==> src/rtl/conway_pkg.sv <==
// Shared constants and padding mask for the Conway window generator and evaluator.
// Neighbour bit positions are common to both blocks.
package conway_pkg;

  localparam int NB_NW        = 0;
  localparam int NB_N         = 1;
  localparam int NB_NE        = 2;
  localparam int NB_W         = 3;
  localparam int NB_E         = 4;
  localparam int NB_SW        = 5;
  localparam int NB_S         = 6;
  localparam int NB_SE        = 7;
  localparam int NB_C         = 8;
  localparam int CONWAY_WIN_W = 9;

  typedef logic [CONWAY_WIN_W-1:0] conway_win_t;

  // Zero the neighbours that fall outside the grid.
  function automatic conway_win_t conway_mask(
    input conway_win_t win,
    input logic        at_l,
    input logic        at_r,
    input logic        at_t,
    input logic        at_b
  );
    conway_win_t m;
    m = win;
    if (at_l) begin
      m[NB_NW] = 1'b0;
      m[NB_W]  = 1'b0;
      m[NB_SW] = 1'b0;
    end
    if (at_r) begin
      m[NB_NE] = 1'b0;
      m[NB_E]  = 1'b0;
      m[NB_SE] = 1'b0;
    end
    if (at_t) begin
      m[NB_NW] = 1'b0;
      m[NB_N]  = 1'b0;
      m[NB_NE] = 1'b0;
    end
    if (at_b) begin
      m[NB_SW] = 1'b0;
      m[NB_S]  = 1'b0;
      m[NB_SE] = 1'b0;
    end
    return m;
  endfunction

endpackage

==> src/rtl/conway_window_gen.sv <==
// Raster cell stream to 3x3 neighbourhood windows, zero padded at grid edges.
// One window per cell; the last WIDTH+1 windows are flushed with in_ready low.
module conway_window_gen
  import conway_pkg::*;
#(
  parameter int WIDTH  = 16,
  parameter int HEIGHT = 16,
  parameter int XW     = $clog2(WIDTH),
  parameter int YW     = $clog2(HEIGHT)
) (
  input  logic                    clk,
  input  logic                    rst_n,
  input  logic                    in_valid,
  output logic                    in_ready,
  input  logic                    in_cell,
  output logic                    out_valid,
  output logic [CONWAY_WIN_W-1:0] out_cells,
  output logic [XW-1:0]           out_x,
  output logic [YW-1:0]           out_y,
  output logic                    out_last,
  output logic                    busy
);

  localparam int N   = WIDTH * HEIGHT;
  localparam int SRW = 2 * WIDTH + 3;
  localparam int CW  = $clog2(N);

  localparam logic [1:0] S_IDLE   = 2'd0;
  localparam logic [1:0] S_STREAM = 2'd1;
  localparam logic [1:0] S_FLUSH  = 2'd2;

  logic [1:0]     state_q, state_d;
  logic [SRW-1:0] sr_q, sr_d;
  logic [CW-1:0]  cnt_q, cnt_d;
  logic [XW-1:0]  cx_q, cx_d, ox_q;
  logic [YW-1:0]  cy_q, cy_d, oy_q;
  conway_win_t    win, cells_q;
  logic           ov_q, olast_q;
  logic           xfer, flush, shift, emit;
  logic           at_l, at_r, at_t, at_b, at_end;
  logic           unused_sr_msb;

  assign flush    = (state_q == S_FLUSH);
  assign in_ready = !flush;
  assign xfer     = in_valid & in_ready;
  assign shift    = xfer | flush;
  assign sr_d     = shift ? {sr_q[SRW-2:0], xfer & in_cell} : sr_q;

  // Oldest bit is only needed by the window built from sr_d.
  assign unused_sr_msb = sr_q[SRW-1];

  assign emit = flush
              | (xfer && state_q == S_STREAM
                 && cnt_q >= CW'(WIDTH + 1));

  assign at_l   = (cx_q == '0);
  assign at_r   = (cx_q == XW'(WIDTH - 1));
  assign at_t   = (cy_q == '0);
  assign at_b   = (cy_q == YW'(HEIGHT - 1));
  assign at_end = at_r & at_b;

  // sr_d[0] is the newest cell; the centre sits WIDTH+1 behind it.
  always_comb begin
    win        = '0;
    win[NB_NW] = sr_d[2*WIDTH+2];
    win[NB_N]  = sr_d[2*WIDTH+1];
    win[NB_NE] = sr_d[2*WIDTH];
    win[NB_W]  = sr_d[WIDTH+2];
    win[NB_C]  = sr_d[WIDTH+1];
    win[NB_E]  = sr_d[WIDTH];
    win[NB_SW] = sr_d[2];
    win[NB_S]  = sr_d[1];
    win[NB_SE] = sr_d[0];
  end

  always_comb begin
    state_d = state_q;
    cnt_d   = cnt_q;
    case (state_q)
      S_IDLE: begin
        if (xfer) begin
          state_d = S_STREAM;
          cnt_d   = CW'(1);
        end
      end
      S_STREAM: begin
        if (xfer) begin
          if (cnt_q == CW'(N - 1)) begin
            state_d = S_FLUSH;
            cnt_d   = '0;
          end else begin
            cnt_d = cnt_q + CW'(1);
          end
        end
      end
      S_FLUSH: begin
        if (at_end) state_d = S_IDLE;
      end
      default: state_d = S_IDLE;
    endcase
  end

  always_comb begin
    cx_d = cx_q;
    cy_d = cy_q;
    if (emit) begin
      if (at_r) begin
        cx_d = '0;
        cy_d = at_b ? '0 : cy_q + YW'(1);
      end else begin
        cx_d = cx_q + XW'(1);
      end
    end
  end

  always_ff @(posedge clk or negedge rst_n) begin
    if (!rst_n) begin
      state_q <= S_IDLE;
      sr_q    <= '0;
      cnt_q   <= '0;
      cx_q    <= '0;
      cy_q    <= '0;
      ox_q    <= '0;
      oy_q    <= '0;
      cells_q <= '0;
      ov_q    <= 1'b0;
      olast_q <= 1'b0;
    end else begin
      state_q <= state_d;
      sr_q    <= sr_d;
      cnt_q   <= cnt_d;
      cx_q    <= cx_d;
      cy_q    <= cy_d;
      ov_q    <= emit;
      olast_q <= emit & at_end;
      if (emit) begin
        cells_q <= conway_mask(win, at_l, at_r, at_t, at_b);
        ox_q    <= cx_q;
        oy_q    <= cy_q;
      end
    end
  end

  assign out_valid = ov_q;
  assign out_cells = cells_q;
  assign out_x     = ox_q;
  assign out_y     = oy_q;
  assign out_last  = olast_q;
  assign busy      = (state_q != S_IDLE);

endmodule
==> config.mk <==
export PLATFORM = sky130hd
export DESIGN_NAME = conway_window_gen
export DESIGN_NICKNAME = d
export VERILOG_FILES = /design/src/rtl/conway_pkg.sv /design/src/rtl/conway_window_gen.sv
export SDC_FILE = /design/constraint.sdc
export NUM_CORES = 1
export LEC_CHECK = 0
export BUFFER_PORTS_ARGS = -buffer_cell sky130_fd_sc_hd__buf_2
export CORE_ASPECT_RATIO = 0.7
export CORE_UTILIZATION = 40
export DETAILED_ROUTE_END_ITERATION = 10
export PLACE_DENSITY = 0.71
export REMOVE_ABC_BUFFERS = 1
export SYNTH_ARGS = -nofsm -noshare
export SYNTH_HDL_FRONTEND = slang
export SYNTH_SLANG_ARGS = --single-unit
export TNS_END_PERCENT = 1
==> constraint.sdc <==
create_clock -name clk -period 2.2 [get_ports clk]
set_input_delay 0.22 -clock clk [delete_from_list [all_inputs] [get_ports clk]]
set_output_delay 0.22 -clock clk [all_outputs]
set_load 0.02 [all_outputs]
---- Yosys cells after proc, flatten, opt, wreduce, memory -nomap -nowiden ----
Index checks and enable logic that the tools add are counted.
cells by class
  add/sub/neg operators ................... 3
  $lt $le $gt $ge ......................... 1
  equal/unequal tests ..................... 9
  muxes and demuxes ....................... 20
  bitwise logic cells ..................... 6
  reduce and logical (&&, ||, !) cells .... 11
operator list
  kind                                                                                 number
  35-bit 2-to-1 mux                                                                    1
  8-bit 2-to-1 mux                                                                     3
  8-bit one-hot mux with 2 select lines                                                1
  4-bit by 1-bit adder with 4-bit output, second input constant                        2
  8-bit by 1-bit adder with 8-bit output, second input constant                        1
  4-bit equality test, second input constant                                           2
  8-bit equality test, second input constant                                           1
  8-bit by 5-bit greater-or-equal comparator with 1-bit output, second input constant  1
  4-bit logical NOT                                                                    2
  2-bit 2-to-1 mux                                                                     4
  4-bit 2-to-1 mux                                                                     2
  1-bit 2-to-1 mux                                                                     6
  3-bit 2-to-1 mux                                                                     2
  2-bit one-hot mux with 3 select lines                                                1
  1-bit AND                                                                            4
  2-bit by 1-bit != test with 1-bit output, second input constant                      2
  2-bit != test, second input constant                                                 2
  4-bit AND reduction                                                                  1
  2-bit nonzero test                                                                   2
  3-bit AND reduction                                                                  1
  2-bit by 1-bit equality test with 1-bit output, second input constant                1
  2-bit equality test, second input constant                                           1
  1-bit logical AND                                                                    2
  2-bit logical NOT                                                                    1
  other kinds (3)                                                                      4
word-level totals
  register bits ........................... 72
  output and inout bits ................... 21
  word-level logic and storage cells ...... 61

---- Longest topological paths before layout ----
Gate-level depths: netlist of the first run.
  word-level depth ........................ 7
  depth in mapped cells ................... 9

---- Least setup slack after synthesis of the first run ----
No wires, ideal clock.
  path kind ............................... register to register
  from .................................... register cnt_q[0]
  to ...................................... register cx_q[0]
  setup time .............................. 0.125 ns
  arrival ................................. 1.986 ns
  path slack .............................. 0.089 ns
  stages on the path, launching flop included .. 10
  buffers on the path ..................... 2
  clock period less this slack ............ 2.111 ns
  path through ............................ dfrtp_1 > inv_1 > ha_1 > nor4b_1 > or4_4 > and3_4 > buf_6 > inv_8 > buf_12 > mux2_4
between the ends
  cells in the longest elaborated chain, start to end .. 3
ends and longest elaborated chain
  element                                                       RTL line                  source
  start: declaration                                            conway_window_gen.sv:34   logic [CW-1:0] cnt_q, cnt_d;
  start signal: assignment                                      conway_window_gen.sv:131  cnt_q <= cnt_d;
  8-bit by 5-bit greater-or-equal comparator with 1-bit output  conway_window_gen.sv:54   && cnt_q >= CW'(WIDTH + 1));
  1-bit logical AND                                             conway_window_gen.sv:54
  1-bit OR                                                      conway_window_gen.sv:53   | (xfer && state_q == S_STREAM
  net emit                                                      conway_window_gen.sv:39   logic xfer, flush, shift, emit;
  end signal: assignment                                        conway_window_gen.sv:121  cx_q <= '0;
  end signal: assignment                                        conway_window_gen.sv:132  cx_q <= cx_d;
  end: declaration                                              conway_window_gen.sv:35   logic [XW-1:0] cx_q, cx_d, ox_q;
The timed path passes the listed nets, and every way through them passes these cells.
A chain may end at the register's enable or synchronous reset.

---- Worst setup path after layout of the first run ----
  from .................................... register cnt_q[0]
  to ...................................... register oy_q[3] (netlist: out_y[3])
between the ends
  cells in the longest elaborated chain, start to end .. 3
ends and longest elaborated chain
  element                                                       RTL line                  source
  8-bit by 5-bit greater-or-equal comparator with 1-bit output  conway_window_gen.sv:54
  1-bit logical AND                                             conway_window_gen.sv:54
  1-bit OR                                                      conway_window_gen.sv:53
  end signal: assignment                                        conway_window_gen.sv:139  oy_q <= cy_q;
  end: declaration                                              conway_window_gen.sv:36   logic [YW-1:0] cy_q, cy_d, oy_q;
No other way between the ends.

==> results of run 1 <==
-- repair_timing --
action                                  CTS  global route
hold buffers                              1             0
hold endpoints to repair                 72             0
resized for setup                         0             3
buffers inserted                          0             2
endpoints found under the setup margin    0            20
-- cell usage after synthesis --
| cell | instances | area, um2 |
|---|---|---|
| a311o_1 | 1 | 10.0 |
| and3_1 | 5 | 31.3 |
| mux2_4 | 6 | 90.1 |
| clkbuf_1 | 5 | 18.8 |
| a31o_2 | 2 | 17.5 |
| o21ai_0 | 8 | 40.0 |
| mux2i_1 | 4 | 40.0 |
| inv_2 | 1 | 3.75 |
| nor3b_1 | 2 | 15.0 |
| or2_2 | 2 | 12.5 |
| o211ai_1 | 1 | 7.51 |
| buf_4 | 1 | 7.51 |
| a31oi_1 | 2 | 12.5 |
| nand2_1 | 12 | 45.0 |
| nand2b_1 | 1 | 6.26 |
| a21boi_0 | 1 | 7.51 |
| a22o_1 | 1 | 8.76 |
| inv_1 | 12 | 45.0 |
| a21oi_1 | 10 | 50.1 |
| a21o_1 | 1 | 7.51 |
| clkbuf_2 | 1 | 5.00 |
| dfrtp_1 | 72 | 1800 |
| mux2_2 | 42 | 473 |
| nand3b_1 | 1 | 7.51 |
| nor4b_1 | 1 | 8.76 |
| and4_1 | 2 | 17.5 |
| nor4_1 | 1 | 6.26 |
| buf_12 | 1 | 20.0 |
| a32o_1 | 1 | 10.0 |
| mux2_1 | 1 | 11.3 |
| buf_6 | 1 | 11.3 |
| ha_1 | 7 | 87.6 |
| buf_2 | 3 | 15.0 |
| nor2b_1 | 2 | 12.5 |
| and3_4 | 1 | 11.3 |
| nand4_1 | 2 | 12.5 |
| nor2_1 | 11 | 41.3 |
| a211oi_1 | 2 | 15.0 |
| o22ai_1 | 2 | 12.5 |
| inv_8 | 1 | 11.3 |
| or4_4 | 1 | 11.3 |
| xnor2_1 | 4 | 35.0 |
| nand3_1 | 11 | 55.1 |
| nor3_1 | 5 | 25.0 |
-- metal layers --
metal	global-route usage, %	vias up
met5	0	-
met4	6.49	0
met3	5.36	10
met2	21.4	29
met1	23.3	1026
li1	-	964
-- stage by stage --
stage / cell area (um2) / util (%) / cells
after floorplan: 3120 / - / 242
final: 3810 / 50.6 / 391
after global placement: 3430 / 45.7 / 372
after CTS: 3770 / 50.1 / 389
after global routing: 3810 / 50.6 / 391
after detailed placement: 3430 / 45.7 / 372
-- state kept, by name, summed over array words and instances, names as in the netlist, 2 cells and up --
register   cells
cx_q           4
out_y          4
out_x          4
cnt_q          8
cy_q           4
sr_q          35
state_q        2
out_cells      9
-- report_power, final --
group,leakage (nW),switching (mW),internal (mW)
Sequential,0.907,0.341,1.76
Clock,0.152,0.530,1.02
Combinational,0.795,0.654,0.713
-- layout make-up --
type                    count  area share (%)
clock buffers              11            6.38
clock inverters             5            2.10
inverters                  14            1.71
multi-input cells         156            33.2
flip-flops and latches     72            47.3
well taps                  98            3.22
repair buffers             35            6.05
-- worst min-delay path, stage by stage --
cell and delay (ns):
buf_2 0.09, mux2i_1 0.08, nor2_1 0.09
-- cells by family (layout without fill, tap and decap cells) --
kind of cell               after synthesis  after routing
adders and majority gates                7              7
DFF                                     72             72
AOI/OAI and AO/OA                       32             32
muxes                                   53             53
xor gates and xnor gates                 4              4
and+or+nand+nor                         60             60
buffers and inverters                   26             65
-- final timing paths --
path                       startpoint  endpoint  cells past startpoint
setup / recovery             cnt_q[0]  out_y[3]                      7
setup reg to reg             cnt_q[0]  out_y[3]                      7
min in group asynchronous       rst_n  cnt_q[3]                      3
max in group asynchronous       rst_n  sr_q[26]                      3
hold / removal                in_cell   sr_q[0]                      3
hold reg to reg              sr_q[25]  sr_q[25]                      1
==> impl_metrics.toml, run 1 <==
[yosys]
synth_compound_area_share_pct = 6.23
synth_area_um2 = 3190
synth-seq-area-share_pct = 56.4
avgSynthCellArea_um2 = 12.6
synth-seq-cells = 72
synthSimpleGateAreaFrac_pct = 9.99
yosys.area_share.adder_pct = 2.74
synth_xor_area_share_pct = 1.10
ys_types = 44
yosys_warnings = 0
yosys-mux-area-fraction_pct = 19.2
synthCells = 254
synth_top_family_by_area = "multiplexers"

[worst_setup_path]
end_kind = "flop"
arrival_ns = 2.34
critical_path_class = "reg -> reg"
critPathTopFamily = "simple AND/OR/NAND/NOR gates"
start_kind = "flop"
r2r_slack_ns = 0.07
cp_cell_sequence = "inv_2 -> ha_1 -> nor4b_2 -> or4_4 -> and3_4 -> buf_12 -> mux2_1"
crit_buf_inv = 2
cp.required_ns = 2.41
critPathMaxFanout = 7
cp_slowest_stage_delay_ns = 0.46
cpMaxStageDelayCell = "or4_4"

[finish]
seq_area_um2 = 1800
fillers = 685
most-common-layout-cells = "dfrtp_1, mux2_2, buf_2"
syn2layout_area_growth_pct = 19.2
final_common_cell = "dfrtp_1"
multiInputGateArea_um2 = 1260
layout-drive-gt1-share_pct = 36.9
diodes = 0
final_nets = 299

[placement]
dpl.hpwl_um = 4000
dp_slack_ns = 0.0403
numPortBuffers = 24
place.gp.congestion = 0.784

[drt]
routed_wirelength_um = 5910
topRoutingLayerUsed = "met4"
first_pass_iters = 4
wl_met3_um = 232
drc_errors = 0
vias_per_cell = 5.19
ant_nets = 0
met1_length_um = 3080
post_drt_wl_per_cell_um = 15.1
dr_wl_met2_um = 2490
vias = 2029
first_iter_violations = 100

[timing]
finalHoldViolCount = 0
fin_hold_ws_ns = 0.191
relSlewSlack_pct = 69.1
fin_crit_sh_pct = 96.9
period_needed_ns = 2.13
skew_ns = 0.00556
setup_violations = 0
finalSetupTns_ns = 0
max_freq_mhz = 469
worstMarginPinSlew_ns = 0.462
fin_ws_ns = 0.0675
drv_slew = 0

[die]
io_pins = 25
die_x_um = 109
start_util_pct = 42.5
core-area_um2 = 7510
num_rows = 26
die_area_um2 = 8350
die_y_um = 76.8

[clock_network]
cts_sinks = 72
cts_tree = "done"
cts_root_buf = "clkbuf_16"
path_clk_slew_ns = 0.05
numCtsBuffers = 9
clk_latency_ns = 0.33
htreeDepth = 3
clockBufferDepth = 2

[min_path]
hp-class = "in -> reg"

[power_and_ir_drop]
vdd_ir_drop_max_mv = 0.729
p_leak_nw = 1.85
p_per_area_nw_per_um2 = 1320
fin_total_pwr_mw = 5.02

[global_routing]
grt_pass1_vias = 1991
grt_overflow = 0
antenna_found_initial = 0
track_usage_pct = 16.0
grt_pass1_wl_um = 9970
grt_max_degree = 73

[flow_run]
maxCapViolCount = 0

[status]
status = "finished, final reports clean"
(Power assumes the default switching activity.)
==> run 2, diff against run 1 <==
--- a/config.mk
+++ b/config.mk
@@ -7,6 +7,7 @@
 export LEC_CHECK = 0
 export BUFFER_PORTS_ARGS = -buffer_cell sky130_fd_sc_hd__buf_2
 export CORE_ASPECT_RATIO = 0.7
+export CORE_MARGIN = 2
 export CORE_UTILIZATION = 40
 export DETAILED_ROUTE_END_ITERATION = 10
 export PLACE_DENSITY = 0.71
==> run 2 against run 1 <==
Die area rose by 4.5%. Wire length rose by 0.39%. Via count fell by 1.5%. Global-route usage fell by 1.2 points. Clock skew rose by 0.0018 ns. Largest cell class unchanged. Sequential share of layout area rose by 0.68 points. Cell count rose by 0.51%. Flip-flop and latch count did not move. Critical endpoint is now out_cells[3].
==> impl_metrics.toml, run 2 (same netlist as run 1, synthesis figures left out) <==
[finish]
final_common_cell = "dfrtp_1"
layout-drive-gt1-share_pct = 35.6
diodes = 0
final_nets = 299
syn2layout_area_growth_pct = 17.5
fillers = 684
fin_cells = 393
fin_area_um2 = 3750
most-common-layout-cells = "dfrtp_1, mux2_2, buf_2"
largest_reg_flops = 35
top_register = "sr_q"

[die]
die_y_um = 78.8
start_util_pct = 40.9
die_area_um2 = 8730
die_x_um = 111
num_rows = 27
io_pins = 25
core-area_um2 = 7800

[drt]
first_iter_violations = 108
vias = 1998
vias_per_cell = 5.08
ant_nets = 0
drc_errors = 0
routed_wirelength_um = 5930
first_pass_iters = 4
post_drt_wl_per_cell_um = 15.1

[power_and_ir_drop]
fin_total_pwr_mw = 4.86
p_leak_nw = 1.84
vdd_ir_drop_max_mv = 0.710
p_per_area_nw_per_um2 = 1290

[min_path]
hold_depth = 3
worstHoldEndpoint = "sr_q[0]"
min_from = "in_cell"
hp-class = "in -> reg"

[clock_network]
cts_sinks = 72
cts_root_buf = "clkbuf_16"
clk_latency_ns = 0.33
path_clk_slew_ns = 0.06
cts_tree = "done"
htreeDepth = 3
clockBufferDepth = 2
numCtsBuffers = 9

[placement]
place.gp.congestion = 0.788
dpl.hpwl_um = 4100
dpl-instance-area_um2 = 3440
dpl.cell_count = 375
numPortBuffers = 24

[timing]
period_needed_ns = 2.11
finalHoldViolCount = 0
rsz0062_at_grt = "no"
relSlewSlack_pct = 58.1
setup_violations = 0
worstMarginPinSlew_ns = 0.629
finalSetupTns_ns = 0
max_freq_mhz = 475
skew_ns = 0.00735
drv_slew = 0
fin_hold_ws_ns = 0.187
fin_crit_sh_pct = 95.7

[global_routing]
track_usage_pct = 14.8
grt_pass1_vias = 1973
antenna_found_initial = 0
grt_pass1_wl_um = 9950
grt_max_degree = 47
grt_overflow = 0

[worst_setup_path]
r2r_end = "out_cells[3]"
start_kind = "flop"
cp_slowest_stage_delay_ns = 0.45
arrival_ns = 2.32
reg2reg_depth = 7
cpMaxStageDelayCell = "or4_4"
cp_cell_sequence = "inv_1 -> ha_1 -> nor4b_1 -> or4_4 -> and3_4 -> inv_8 -> mux2_2"
timing.rr.start = "cnt_q[0]"
cp.required_ns = 2.41
critical_path_class = "reg -> reg"
end_kind = "flop"
r2r_slack_ns = 0.09
critPathMaxFanout = 13

[status]
status = "finished, final reports clean"

[flow_run]
maxCapViolCount = 0
[run 2: cell count changes in the layout (fill, tap and decap cells not counted)]
cell,before,now
buf_12,2,1
buf_4,8,9
bufinv_16,2,1
clkbuf_1,1,2
clkinv_8,1,0
clkinvlp_4,2,1
inv_1,11,12
inv_2,2,1
inv_8,0,1
nor4b_1,0,1
nor4b_2,1,0
[run 2: layout make-up]
cell class	instances	area (um2)	area share (%)
clock buffer	12	246	6.57
multi-input combinational	156	1260	33.5
timing repair buffer	35	218	5.80
sequential	72	1800	48.0
clock inverter	3	42.5	1.13
tap	101	126	3.37
inverter	14	60.1	1.60
[run 2: critical path: cells and delay by family (launching register included)]
kind / cells / cell delay [ns]
fa+ha+maj: 1 / 0.19
buf+inv: 2 / 0.21
flops: 1 / 0.37
mux: 1 / 0.34
simple gates: 3 / 0.87
[run 2: power breakdown]
part	switching, mW	internal [mW]	total, mW	leakage [nW]
registers	0.330	1.77	2.10	0.907
clock network	0.509	0.900	1.41	0.139
logic	0.655	0.696	1.35	0.791
total	1.49	3.36	4.86	1.84
[run 2: how the worst max path moves through the flow]
stage,cells past startpoint,to,slack [ns],start
global placement,7,out_cells[0],0.13,cnt_q[0]
finish,7,out_cells[3],0.09,cnt_q[0]
detailed placement,7,out_cells[0],0.08,cnt_q[0]
CTS,7,out_cells[3],0.07,cnt_q[0]
global route,7,out_cells[0],0.02,cnt_q[0]
floorplan,4,out_cells[8],-0.47,state_q[1]
[run 2: through the flow]
stage / util (%) / setup WS, ns
floorplan: - / -0.470
finish: 48.1 / 0.0946
CTS: 47.9 / 0.0663
global route: 48.1 / 0.0230
global placement: 44.1 / 0.134
detailed placement: 44.1 / 0.0764
[run 2: repair_timing]
item,in CTS,in global routing
hold endpoints to repair,26,0
setup endpoints to repair,0,3
resized for setup,0,0
setup buffers,0,2
hold buffers,1,0
[run 2: per-layer routing]
| layer | vias to the layer above | GRT usage (%) | routed length, um |
|---|---|---|---|
| met3 | 6 | 6.79 | 267 |
| met1 | 994 | 21.5 | 3120 |
| met5 | - | 0 | 0 |
| met4 | 0 | 3.00 | 37 |
| li1 | 958 | - | - |
| met2 | 40 | 20.1 | 2510 |
==> run 3, diff against run 2 <==
--- a/config.mk
+++ b/config.mk
@@ -11,6 +11,7 @@
 export CORE_UTILIZATION = 40
 export DETAILED_ROUTE_END_ITERATION = 10
 export PLACE_DENSITY = 0.71
+export RECOVER_POWER = 50
 export REMOVE_ABC_BUFFERS = 1
 export SYNTH_ARGS = -nofsm -noshare
 export SYNTH_HDL_FRONTEND = slang
==> run 3 against run 2 <==
Sequential share of layout area grew 0.49 points. First-iteration DRC count is 17% lower. Highest routed layer unchanged. Via count is 0.25% higher.
==> impl_metrics.toml, run 3 (same netlist as run 1, synthesis figures left out) <==
[status]
status = "finished, final reports clean"

[worst_setup_path]
timing.rr.start = "cnt_q[0]"
r2r_slack_ns = 0.1
start_kind = "flop"
r2r_end = "out_cells[3]"
crit_buf_inv = 2
critPathTopFamily = "simple AND/OR/NAND/NOR gates"
cp.required_ns = 2.41
end_kind = "flop"
critPathMaxFanout = 13
critical_path_class = "reg -> reg"
cp_slowest_stage_delay_ns = 0.45
cpMaxStageDelayCell = "or4_4"
arrival_ns = 2.31
cp_cell_sequence = "inv_1 -> ha_1 -> nor4b_1 -> or4_4 -> and3_4 -> inv_8 -> mux2_2"
reg2reg_depth = 7

[timing]
fin_ws_ns = 0.0973
setup_violations = 0
finalHoldViolCount = 0
max_freq_mhz = 476
rsz0062_at_grt = "no"
drv_slew = 0
period_needed_ns = 2.10
relSlewSlack_pct = 3.79
skew_ns = 0.00897
worstMarginPinSlew_ns = 1.44
fin_crit_sh_pct = 95.6

[clock_network]
clk_latency_ns = 0.33
cts_sinks = 72
cts_tree = "done"
numCtsBuffers = 9
clockBufferDepth = 2
htreeDepth = 3
path_clk_slew_ns = 0.06
ctsResizeCount = 0
cts_root_buf = "clkbuf_16"

[finish]
fin_area_um2 = 3710
final_nets = 299
diodes = 0
layout-drive-gt1-share_pct = 28.4
largest_reg_flops = 35
top_register = "sr_q"
syn2layout_area_growth_pct = 16.3
final_common_cell = "dfrtp_1"
most-common-layout-cells = "dfrtp_1, mux2_2, clkbuf_1"

[power_and_ir_drop]
p_per_area_nw_per_um2 = 1300
pwr-share-seq_pct = 43.5
switchingPower_mw = 1.50
p_leak_nw = 1.76
combinationalPowerShare_pct = 27.3
p_sw_share_pct = 31.0
vdd_ir_drop_max_mv = 0.707
clockPowerShare_pct = 29.2
internal_power_mw = 3.33

[die]
die_y_um = 78.8
die_x_um = 111
num_rows = 27
die_area_um2 = 8730
core-area_um2 = 7800
io_pins = 25
start_util_pct = 40.9

[flow_run]
maxCapViolCount = 0

[global_routing]
grt_pass1_wl_um = 9950
grt_max_degree = 47
antenna_found_initial = 0
track_usage_pct = 14.8
grt_overflow = 0
grt_pass1_vias = 1973

[placement]
dpl.hpwl_um = 4100
numPortBuffers = 24
dpl-instance-area_um2 = 3440
dp_slack_ns = 0.0764
place.gp.congestion = 0.788

[drt]
drc_errors = 0
ant_nets = 0
vias = 2003
first_iter_violations = 90
post_drt_wl_per_cell_um = 15.1
routed_wirelength_um = 5930
vias_per_cell = 5.10
first_pass_iters = 4

[min_path]
hold_depth = 3
hp-class = "in -> reg"
worstHoldEndpoint = "sr_q[0]"
min_from = "in_cell"
[run 3: changes by cell type in the layout (fill, tap and decap cells not counted), sizes merged]
cell / before / now
buf: 34 / 13
clkbuf: 12 / 33
[run 3: area by class of cell]
class | instances | area (um2)
Clock buffer | 12 | 246
Timing Repair Buffer | 35 | 180
Clock inverter | 3 | 42.5
Tap cell | 101 | 126
Multi-Input combinational cell | 156 | 1260
Inverter | 14 | 60.1
Sequential cell | 72 | 1800
Fill cell | 697 | 4090
[run 3: through the flow]
step / hold WS [ns] / setup TNS [ns] / util [%] / cells / power (mW)
final: 0.189 / 0 / 47.6 / 393 / 4.83
after floorplan: -0.0756 / -7.34 / - / 242 / 3.02
after CTS: 0.172 / 0 / 47.9 / 391 / 4.90
after global placement: 0.270 / 0 / 44.1 / 375 / 3.38
after detailed placement: 0.280 / 0 / 44.1 / 375 / 3.45
after global routing: 0.217 / 0 / 47.6 / 393 / 5.13
[run 3: tightest hold or removal path: cells and delay by family]
kind                   cells  cell delay [ns]
buffers and inverters      1             0.08
muxes                      1             0.09
and+or+nand+nor            1             0.09
[run 3: how the worst max path moves through the flow]
stage / startpoint / endpoint / depth (start not counted)
floorplan: state_q[1] / out_cells[8] / 4
CTS: cnt_q[0] / out_cells[3] / 7
finish: cnt_q[0] / out_cells[3] / 7
global placement: cnt_q[0] / out_cells[0] / 7
global route: rst_n / cx_q[1] / 3
detailed placement: cnt_q[0] / out_cells[0] / 7
[run 3: power by group through the flow]
stage          Combinational (mW)  Clock, mW  Sequential, mW
6_report                     1.32       1.41            2.10
5_1_grt                      1.45       1.52            2.17
4_1_cts                      1.34       1.45            2.10
3_5_place_dp                 1.33          0            2.11
3_3_place_gp                 1.29          0            2.10
2_1_floorplan               0.873          0            2.15
[run 3: per-layer routing]
metal / wire [um] / up-vias / track usage (%)
li1: - / 957 / -
met1: 3090 / 1003 / 21.5
met2: 2540 / 37 / 20.1
met3: 263 / 6 / 6.79
met4: 37 / 0 / 3.00
met5: 0 / - / 0
[run 3: timing repair]
item	CTS	global route
setup endpoints to repair	0	3
hold endpoints to repair	26	0
buffers inserted	0	2
hold buffers	1	0
